File: src/rtl/gshare_predictor_pkg.sv
// rtl/gshare_predictor_pkg.sv - shared types and constants for the gshare predictor
// Purpose: FSM state encoding, write-enable levels and the counter init value.
// Ports: none (package).
package gshare_predictor_pkg;

  typedef enum logic {
    ST_INIT = 1'b0,
    ST_RUN  = 1'b1
  } state_e;

  localparam logic ENABLE  = 1'b1;
  localparam logic DISABLE = 1'b0;

  // Weakly not-taken: 2**(ctr_w-1)-1, e.g. 2'b01 for 2-bit counters.
  function automatic int unsigned cinit_of(input int unsigned ctr_w);
    return (32'd1 << (ctr_w - 1)) - 32'd1;
  endfunction

endpackage

File: src/rtl/sat_counter_update.sv
// rtl/sat_counter_update.sv - saturating up/down counter next-value logic
// Purpose: combinational next value for one direction counter.
// Ports:
//   cur_i   in  CTR_W  current counter value
//   taken_i in  1      1 = increment (saturate at all-ones), 0 = decrement (saturate at 0)
//   next_o  out CTR_W  updated counter value
module sat_counter_update #(
  parameter int CTR_W = 2
) (
  input  logic [CTR_W-1:0] cur_i,
  input  logic             taken_i,
  output logic [CTR_W-1:0] next_o
);

  always_comb begin
    next_o = cur_i;
    if (taken_i) begin
      if (!(&cur_i)) next_o = cur_i + CTR_W'(1);
    end else begin
      if (|cur_i) next_o = cur_i - CTR_W'(1);
    end
  end

endmodule

File: src/rtl/gshare_predictor.sv
// rtl/gshare_predictor.sv - gshare branch direction predictor with self-clearing table
// Purpose: zero-latency direction lookup for IF, training from EX, speculative history
//   with mispredict recovery, and a post-reset sweep that initialises every counter.
// Ports:
//   clk, rst                       clock and synchronous active-high reset
//   pc_from_if, query_from_if      fetch PC and "conditional branch here" strobe
//   ready_to_if                    0 while the table is being swept
//   prediction_to_if               predicted direction (1 = taken)
//   idx_to_if, ghr_to_if           index used and pre-shift history, carried down the pipe
//   flag_from_ex                   EX resolves a conditional branch
//   idx_from_ex, ghr_from_ex       index/history snapshot returned by EX
//   branch_from_ex, mispred_from_ex actual outcome and mispredict flag
module gshare_predictor
  import gshare_predictor_pkg::*;
#(
  parameter int IDX_W  = 8,
  parameter int CTR_W  = 2,
  parameter int GHR_W  = 8,
  parameter int ADDR_W = 32
) (
  input  logic              clk,
  input  logic              rst,
  input  logic [ADDR_W-1:0] pc_from_if,
  input  logic              query_from_if,
  output logic              ready_to_if,
  output logic              prediction_to_if,
  output logic [IDX_W-1:0]  idx_to_if,
  output logic [GHR_W-1:0]  ghr_to_if,
  input  logic              flag_from_ex,
  input  logic [IDX_W-1:0]  idx_from_ex,
  input  logic [GHR_W-1:0]  ghr_from_ex,
  input  logic              branch_from_ex,
  input  logic              mispred_from_ex
);

  localparam int               DEPTH = 1 << IDX_W;
  localparam logic [CTR_W-1:0] CINIT = CTR_W'(cinit_of(CTR_W));

  logic [CTR_W-1:0] table_q [DEPTH];

  state_e           state_q, state_d;
  logic [IDX_W-1:0] ptr_q, ptr_d;
  logic [GHR_W-1:0] ghr_q, ghr_d;

  logic             run;
  logic             pred;
  logic [IDX_W-1:0] ghr_ext;
  logic [IDX_W-1:0] idx;
  logic [CTR_W-1:0] rd_ctr;
  logic [CTR_W-1:0] ex_ctr;
  logic [CTR_W-1:0] ex_next;

  logic             wr_en;
  logic [IDX_W-1:0] wr_idx;
  logic [CTR_W-1:0] wr_data;

  // Word-address bits outside the index and the history MSB shifted out on recovery.
  logic unused_ok;
  assign unused_ok = ^{pc_from_if[ADDR_W-1:IDX_W+2], pc_from_if[1:0], ghr_from_ex[GHR_W-1]};

  // Lookup: history is zero-extended into the low index bits.
  always_comb begin
    ghr_ext            = '0;
    ghr_ext[GHR_W-1:0] = ghr_q;
    idx                = pc_from_if[IDX_W+1:2] ^ ghr_ext;
    rd_ctr             = table_q[idx];
    run                = (state_q == ST_RUN) && !rst;
    pred               = run & rd_ctr[CTR_W-1];
  end

  assign ready_to_if      = run;
  assign prediction_to_if = pred;
  assign idx_to_if        = rst ? '0 : idx;
  assign ghr_to_if        = rst ? '0 : ghr_q;

  assign ex_ctr = table_q[idx_from_ex];

  sat_counter_update #(
    .CTR_W (CTR_W)
  ) u_sat_counter_update (
    .cur_i   (ex_ctr),
    .taken_i (branch_from_ex),
    .next_o  (ex_next)
  );

  // Single table write port: the sweep owns it in INIT, EX training in RUN.
  always_comb begin
    state_d = state_q;
    ptr_d   = ptr_q;
    ghr_d   = ghr_q;
    wr_en   = DISABLE;
    wr_idx  = ptr_q;
    wr_data = CINIT;

    if (state_q == ST_INIT) begin
      wr_en = ENABLE;
      ptr_d = ptr_q + IDX_W'(1);
      ghr_d = '0;
      if (ptr_q == {IDX_W{1'b1}}) state_d = ST_RUN;
    end else begin
      if (flag_from_ex) begin
        wr_en   = ENABLE;
        wr_idx  = idx_from_ex;
        wr_data = ex_next;
      end
      // Recovery takes priority; a same-cycle query shift is on the wrong path.
      if (flag_from_ex && mispred_from_ex) begin
        ghr_d[0] = branch_from_ex;
        for (int i = 1; i < GHR_W; i++) ghr_d[i] = ghr_from_ex[i-1];
      end else if (query_from_if) begin
        ghr_d[0] = pred;
        for (int i = 1; i < GHR_W; i++) ghr_d[i] = ghr_q[i-1];
      end
    end

    if (rst) wr_en = DISABLE;
  end

  always_ff @(posedge clk) begin
    if (rst) begin
      state_q <= ST_INIT;
      ptr_q   <= '0;
      ghr_q   <= '0;
    end else begin
      state_q <= state_d;
      ptr_q   <= ptr_d;
      ghr_q   <= ghr_d;
    end
  end

  always_ff @(posedge clk) begin
    if (wr_en) table_q[wr_idx] <= wr_data;
  end

endmodule

File: config.mk
export PLATFORM = sky130hd
export DESIGN_NAME = gshare_predictor
export DESIGN_NICKNAME = d
export VERILOG_FILES = /design/src/rtl/gshare_predictor_pkg.sv /design/src/rtl/sat_counter_update.sv /design/src/rtl/gshare_predictor.sv
export SDC_FILE = /design/constraint.sdc
export NUM_CORES = 1
export LEC_CHECK = 0
export BUFFER_PORTS_ARGS = -buffer_cell sky130_fd_sc_hd__buf_2
export CORE_ASPECT_RATIO = 1.1
export CORE_MARGIN = 1.5
export CORE_UTILIZATION = 30
export DETAILED_ROUTE_END_ITERATION = 10
export GPL_ROUTABILITY_DRIVEN = 1
export PLACE_DENSITY = 0.42
export SLEW_MARGIN = 20
export SYNTH_ARGS = -nofsm -noshare
export SYNTH_HDL_FRONTEND = slang
export SYNTH_SLANG_ARGS = --single-unit
File: constraint.sdc
create_clock -name clk -period 17.8 [get_ports clk]
set_clock_uncertainty 0.1 [all_clocks]
set_input_delay 1.78 -clock clk [delete_from_list [all_inputs] [get_ports clk]]
set_output_delay 1.78 -clock clk [all_outputs]
set_load 0.01 [all_outputs]
Word-level counts from Yosys, hierarchy flattened

Memory sizes are Yosys's and may differ from the RTL's.
Cells that the tools add are included.

Bits in writable memories: 512
Bits in registers: 17
Logic and storage cells: 36
Output and inout bits: 18
Input bits: 54
Memories: 1

Eq/ne operators: 1
Mux-type cells: 18
Reductions and logical operators: 7
Add/subtract/negate cells: 3
Bitwise operators: 3

Memory list:

| memory  | words | width | read ports | clocked after Yosys merged registers in | wr ports | RTL line               | source |
|---|---|---|---|---|---|---|---|
| table_q | 256   | 2     | 2          | 0                                       | 1        | gshare_predictor.sv:39 | `logic [CTR_W-1:0] table_q [DEPTH];` |

Operator list:

| kind                                             | number |
|---|---|
| two-way mux 8 bit                                | 6 |
| two-way mux 2 bit                                | 5 |
| adder 8 x 1 -> 8 bit, second input constant      | 1 |
| equality test 8 bit, second input constant       | 1 |
| XOR 8 bit                                        | 1 |
| two-way mux 1 bit                                | 7 |
| OR reduction 2 bit                               | 2 |
| adder 2 x 1 -> 2 bit, second input constant      | 1 |
| logical AND 1 bit                                | 2 |
| AND reduction 2 bit                              | 1 |
| nonzero test 2 bit                               | 1 |
| subtractor 2 x 1 -> 2 bit, second input constant | 1 |
| AND 1 bit                                        | 1 |
| logical NOT 1 bit                                | 1 |
| NOT 1 bit                                        | 1 |

Longest topological paths before layout

An unclocked memory read counts as a cell.

Depth in word-level cells: 6
Depth in mapped cells: 13
Mapped depth without buffers: 9

By module

Synthesis repeated with hierarchy kept, for this count alone.

Cells, all modules: 1401
Area total of the unflattened synthesis: 24031.8 um^2

By module, submodules not included:

| module             | instances | seq. area each (um^2) | cells each | area each (um^2) |
|---|---|---|---|---|
| gshare_predictor   | 1         | 15715.1               | 1398       | 24005.5 |
| sat_counter_update | 1         | 0.0                   | 3          | 26.3 |

Worst setup path before layout

Ideal clock, no wire load.

Kind: input -> register
Start: input port idx_from_ex[0]
End: memory table_q[0][0], data pin
Required time: 15.513 ns
Arrival: 13.669 ns
Library setup time: 2.187 ns
Cell stages on the path: 11
Buffers on the path: 2
Path slack: 1.844 ns
Cells stage by stage: buf_6 -> buf_8 -> mux4_1 -> mux4_2 -> nand2_1 -> nand3_1 -> o2111ai_1 -> o41ai_1 -> a41oi_1 -> a21oi_1 -> o21ai_0

Longest elaborated chain between the ends: 6
Elaborated cells between the ends (all ways): 10
Classes of those cells: add/sub (2); mux (5); reduce/logical (2); memory (1)

Ends and longest elaborated chain:

| what                                              | RTL line                                           | source |
|---|---|---|
| start: declaration                                | gshare_predictor.sv:30                             | `input logic [IDX_W-1:0] idx_from_ex,` |
| memory read (256 x 2 bit) *                       | -                                                  |  |
| subtractor 2 x 1 -> 2 bit (tied with other cells) | sat_counter_update.sv:20                           | `if (\|cur_i) next_o = cur_i - CTR_W'(1);` |
| two-way mux 2 bit (on tied branches)              | sat_counter_update.sv:20, sat_counter_update.sv:18 |  |
| two-way mux 2 bit *                               | sat_counter_update.sv:17                           | `if (taken_i) begin` |
| two-way mux 2 bit *                               | gshare_predictor.sv:101                            | `if (flag_from_ex) begin` |
| two-way mux 2 bit *                               | gshare_predictor.sv:95                             | `if (state_q == ST_INIT) begin` |
| net wr_data[0]                                    | gshare_predictor.sv:55                             | `logic [CTR_W-1:0] wr_data;` |
| end: declaration                                  | gshare_predictor.sv:39                             |  |

Mark *: on every way through the listed nets, which the timed path passes. The rest lies on a longest branch.

Worst setup path after layout

Start: input port pc_from_if[2]
End: output port prediction_to_if

Longest elaborated chain between the ends: 3

Ends and longest elaborated chain:

| what                      | RTL line               | source |
|---|---|---|
| start: declaration        | gshare_predictor.sv:23 | `input logic [ADDR_W-1:0] pc_from_if,` |
| XOR 8 bit                 | gshare_predictor.sv:65 | `idx = pc_from_if[IDX_W+1:2] ^ ghr_ext;` |
| memory read (256 x 2 bit) | -                      |  |
| AND 1 bit                 | gshare_predictor.sv:68 | `pred = run & rd_ctr[CTR_W-1];` |
| end: declaration          | gshare_predictor.sv:26 | `output logic prediction_to_if,` |

Every way passes these cells.

==> results.ini <==
[run_status]
status=finished clean

[placed_design]
dp_cells=2613
hpwlAfterDp_um=47200
dpl-instance-area_mm2=0.0259
place_congestion=0.792
dp_slack_ns=10.23
io_buffer_count=46

[critical_path]
crit_buf_inv=4
crit_arrival_ns=5.66
r2r_cells=11
worstSetupPathType=in -> out
end_kind=primary output
path_cells=buf_2, xor2_4, buf_4, buf_4, mux4_1, a22oi_1, a21oi_1, o211ai_1, o311ai_1, o21ai_2, nor2_1, buf_2
slowest_delay_ns=0.73
crit_family=buffers and inverters
ff2ff_setup_slack_ns=13.35
cp_slowest_cell=mux4_1
reg2reg_to=ghr_ext[0]$_SDFFE_PN0P_
required_ns=15.92
r2r-start=ghr_ext[0]$_SDFFE_PN0P_
start_kind=primary input
path_max_fanout=33

[cells_and_area]
layoutNonFillerInstCount=2715
area_growth_pct=12.2
final_util_pct=33.9
nNetsFinal=1663
design_area_mm2=0.0276
drive_gt1_share_pct=19.9

[power_and_ir_drop]
p_leak_nw=9.46
finalPower_mw=2.62
ir_drop_v=0.0000583
p_per_area_mw_per_mm2=95.0

[route]
via_count=14600
wire_per_inst_um=28.3
drc=0
first_pass_iters=5
ant_nets=0
viasPerCell=5.36
drt_iter0_markers=1173
routed_wl_um=76900

[clock_network]
ctsLongestPathBuffers=3
insertion_delay_ns=0.61
cts_tree=done
cts_root_buf=clkbuf_16
clkTransAtPathRegs_ns=0.06
hold_buffers=0
clkSinkCount=529
postCtsSetupBuffers=0
cts_buffers=55
cts_resized=0
htreeDepth=2

[timing]
tns_ns=0
fin_ws_ns=10.26
finalMaxSlewViolations=0
max_freq_mhz=133
finalSetupViolCount=0
tightest_slew_ns=0.921
hold_viol_final=0
relSlewSlack_pct=38.5
min_period_ns=7.54
timing.hold.ws_ns=0.514
period_share_pct=42.3
rsz0062_at_grt=no

[grt]
grt_max_degree=257
grt_pass1_vias=15300
antenna_found_initial=1
grt_overflow=0
grt_pass1_wl_um=110000
track_usage_pct=18.2

[flow_run]
drv_cap=0

[logic_synthesis]
ys_seq_area_share_pct=63.8
avgSynthCellArea_um2=15.6
syn_nets=1630
synth_top_area_share_pct=62.4
ys.flop_type=edfxtp_1
synth_most_common_cell=edfxtp_1
synth-edff-count=512
syn_inst=1575
synth_area_leaders=edfxtp_1, mux4_2, nor2_1
yosys.area.top_type=edfxtp_1
synth_common_cells=edfxtp_1, nor2_1, mux4_2
synthArstFlopShare_pct=0
synth_area_mm2=0.0246
synth_cell_types=67
synth-seq-cells=529
ys_warn_count=0

[min_path]
hold_depth=2
hold_end=ghr_ext[7]$_SDFFE_PN0P_
hp-class=reg -> reg
hold_start=ghr_ext[7]$_SDFFE_PN0P_

[die]
die_area_mm2=0.0839
fp.dieW_um=276
die_y_um=304
fp.coreArea_mm2=0.0816
ios=72
initial_core_util_pct=30.2
num_rows=110

## cells by family after synthesis
family                   Yosys count  share of synthesized area, %
adder cells (fa/ha/maj)            2                        0.0914
multiplexers                     250                          19.0
buffers and inverters            121                          3.18
flip-flops                       529                          63.8
AND/OR/NAND/NOR                  495                          8.35
AO/OA/AOI/OAI                    157                          4.77
XOR/XNOR                          21                         0.853
## state kept, by name (all words and copies together), names as in the netlist
name     cells
ptr_q        8
ghr_ext      8
state_q      1
table_q    512
## power breakdown
group / leakage, nW / total (mW) / switching [mW] / internal (mW)
registers: 5.60 / 1.35 / 0.00144 / 1.34
logic: 3.03 / 0.157 / 0.102 / 0.0551
clock network: 0.835 / 1.12 / 0.488 / 0.632
## routing by layer
metal / vias up / routed length [µm] / global-route usage [%]
li1: 6304 / - / -
met1: 7633 / 32500 / 23.3
met3: 136 / 4480 / 3.58
met4: 2 / 2910 / 7.17
met2: 481 / 37000 / 30.6
met5: - / 13 / 0
## layout make-up
class                           count  area (µm²)
Antenna cell                        1        2.50
Multi-Input combinational cell    925        8230
Timing Repair Buffer               90         638
Tap cell                         1064        1330
Fill cell                        7822       54000
Sequential cell                   529       15700
Inverter                            7        26.3
Clock inverter                     27         235
Clock buffer                       72        1460
## cell usage in the layout, fill, tap and decap left out, drive strengths merged, types with 8 or more instances in the layout
| cell | Yosys | routed |
|---|---|---|
| nand3 | 33 | 33 |
| nor3 | 9 | 9 |
| dfxtp | 17 | 17 |
| nand2 | 106 | 106 |
| a211oi | 10 | 10 |
| inv | 7 | 9 |
| clkbuf | 62 | 72 |
| edfxtp | 512 | 512 |
| xor2 | 10 | 10 |
| a21oi | 29 | 29 |
| buf | 52 | 90 |
| xnor2 | 11 | 11 |
| mux2i | 84 | 84 |
| nor2 | 301 | 301 |
| nor2b | 12 | 12 |
| o22ai | 21 | 21 |
| clkinv | 0 | 20 |
| o31ai | 8 | 8 |
| mux4 | 166 | 166 |
| o221ai | 30 | 30 |
| nand3b | 13 | 13 |
| a22oi | 14 | 14 |
## how the worst max path moves through the flow
| stage | start | to | slack (ns) | depth (start not counted) |
|---|---|---|---|---|
| 2_1_floorplan | idx_from_ex[0] | table_q[0][0]$_DFFE_PP_ | 1.84 | 11 |
| 3_3_place_gp | pc_from_if[2] | prediction_to_if | 10.23 | 12 |
| 3_5_place_dp | pc_from_if[2] | prediction_to_if | 10.23 | 12 |
| 4_1_cts | pc_from_if[2] | prediction_to_if | 10.21 | 12 |
| 5_1_grt | pc_from_if[2] | prediction_to_if | 10.00 | 12 |
| 6_report | pc_from_if[2] | prediction_to_if | 10.26 | 12 |
## worst reg2reg max path, cell delays in order (launching register included)
cell and delay (ns):
dfxtp_1 0.50, xor2_4 0.16, buf_4 0.64, buf_4 0.72
mux4_1 0.76, a22oi_1 0.38, a21oi_1 0.12, o211ai_1 0.19
o311ai_1 0.20, o21ai_2 0.35, o211ai_2 0.10, o211a_1 0.14
No activity file was read; power rests on OpenSTA's default activity.
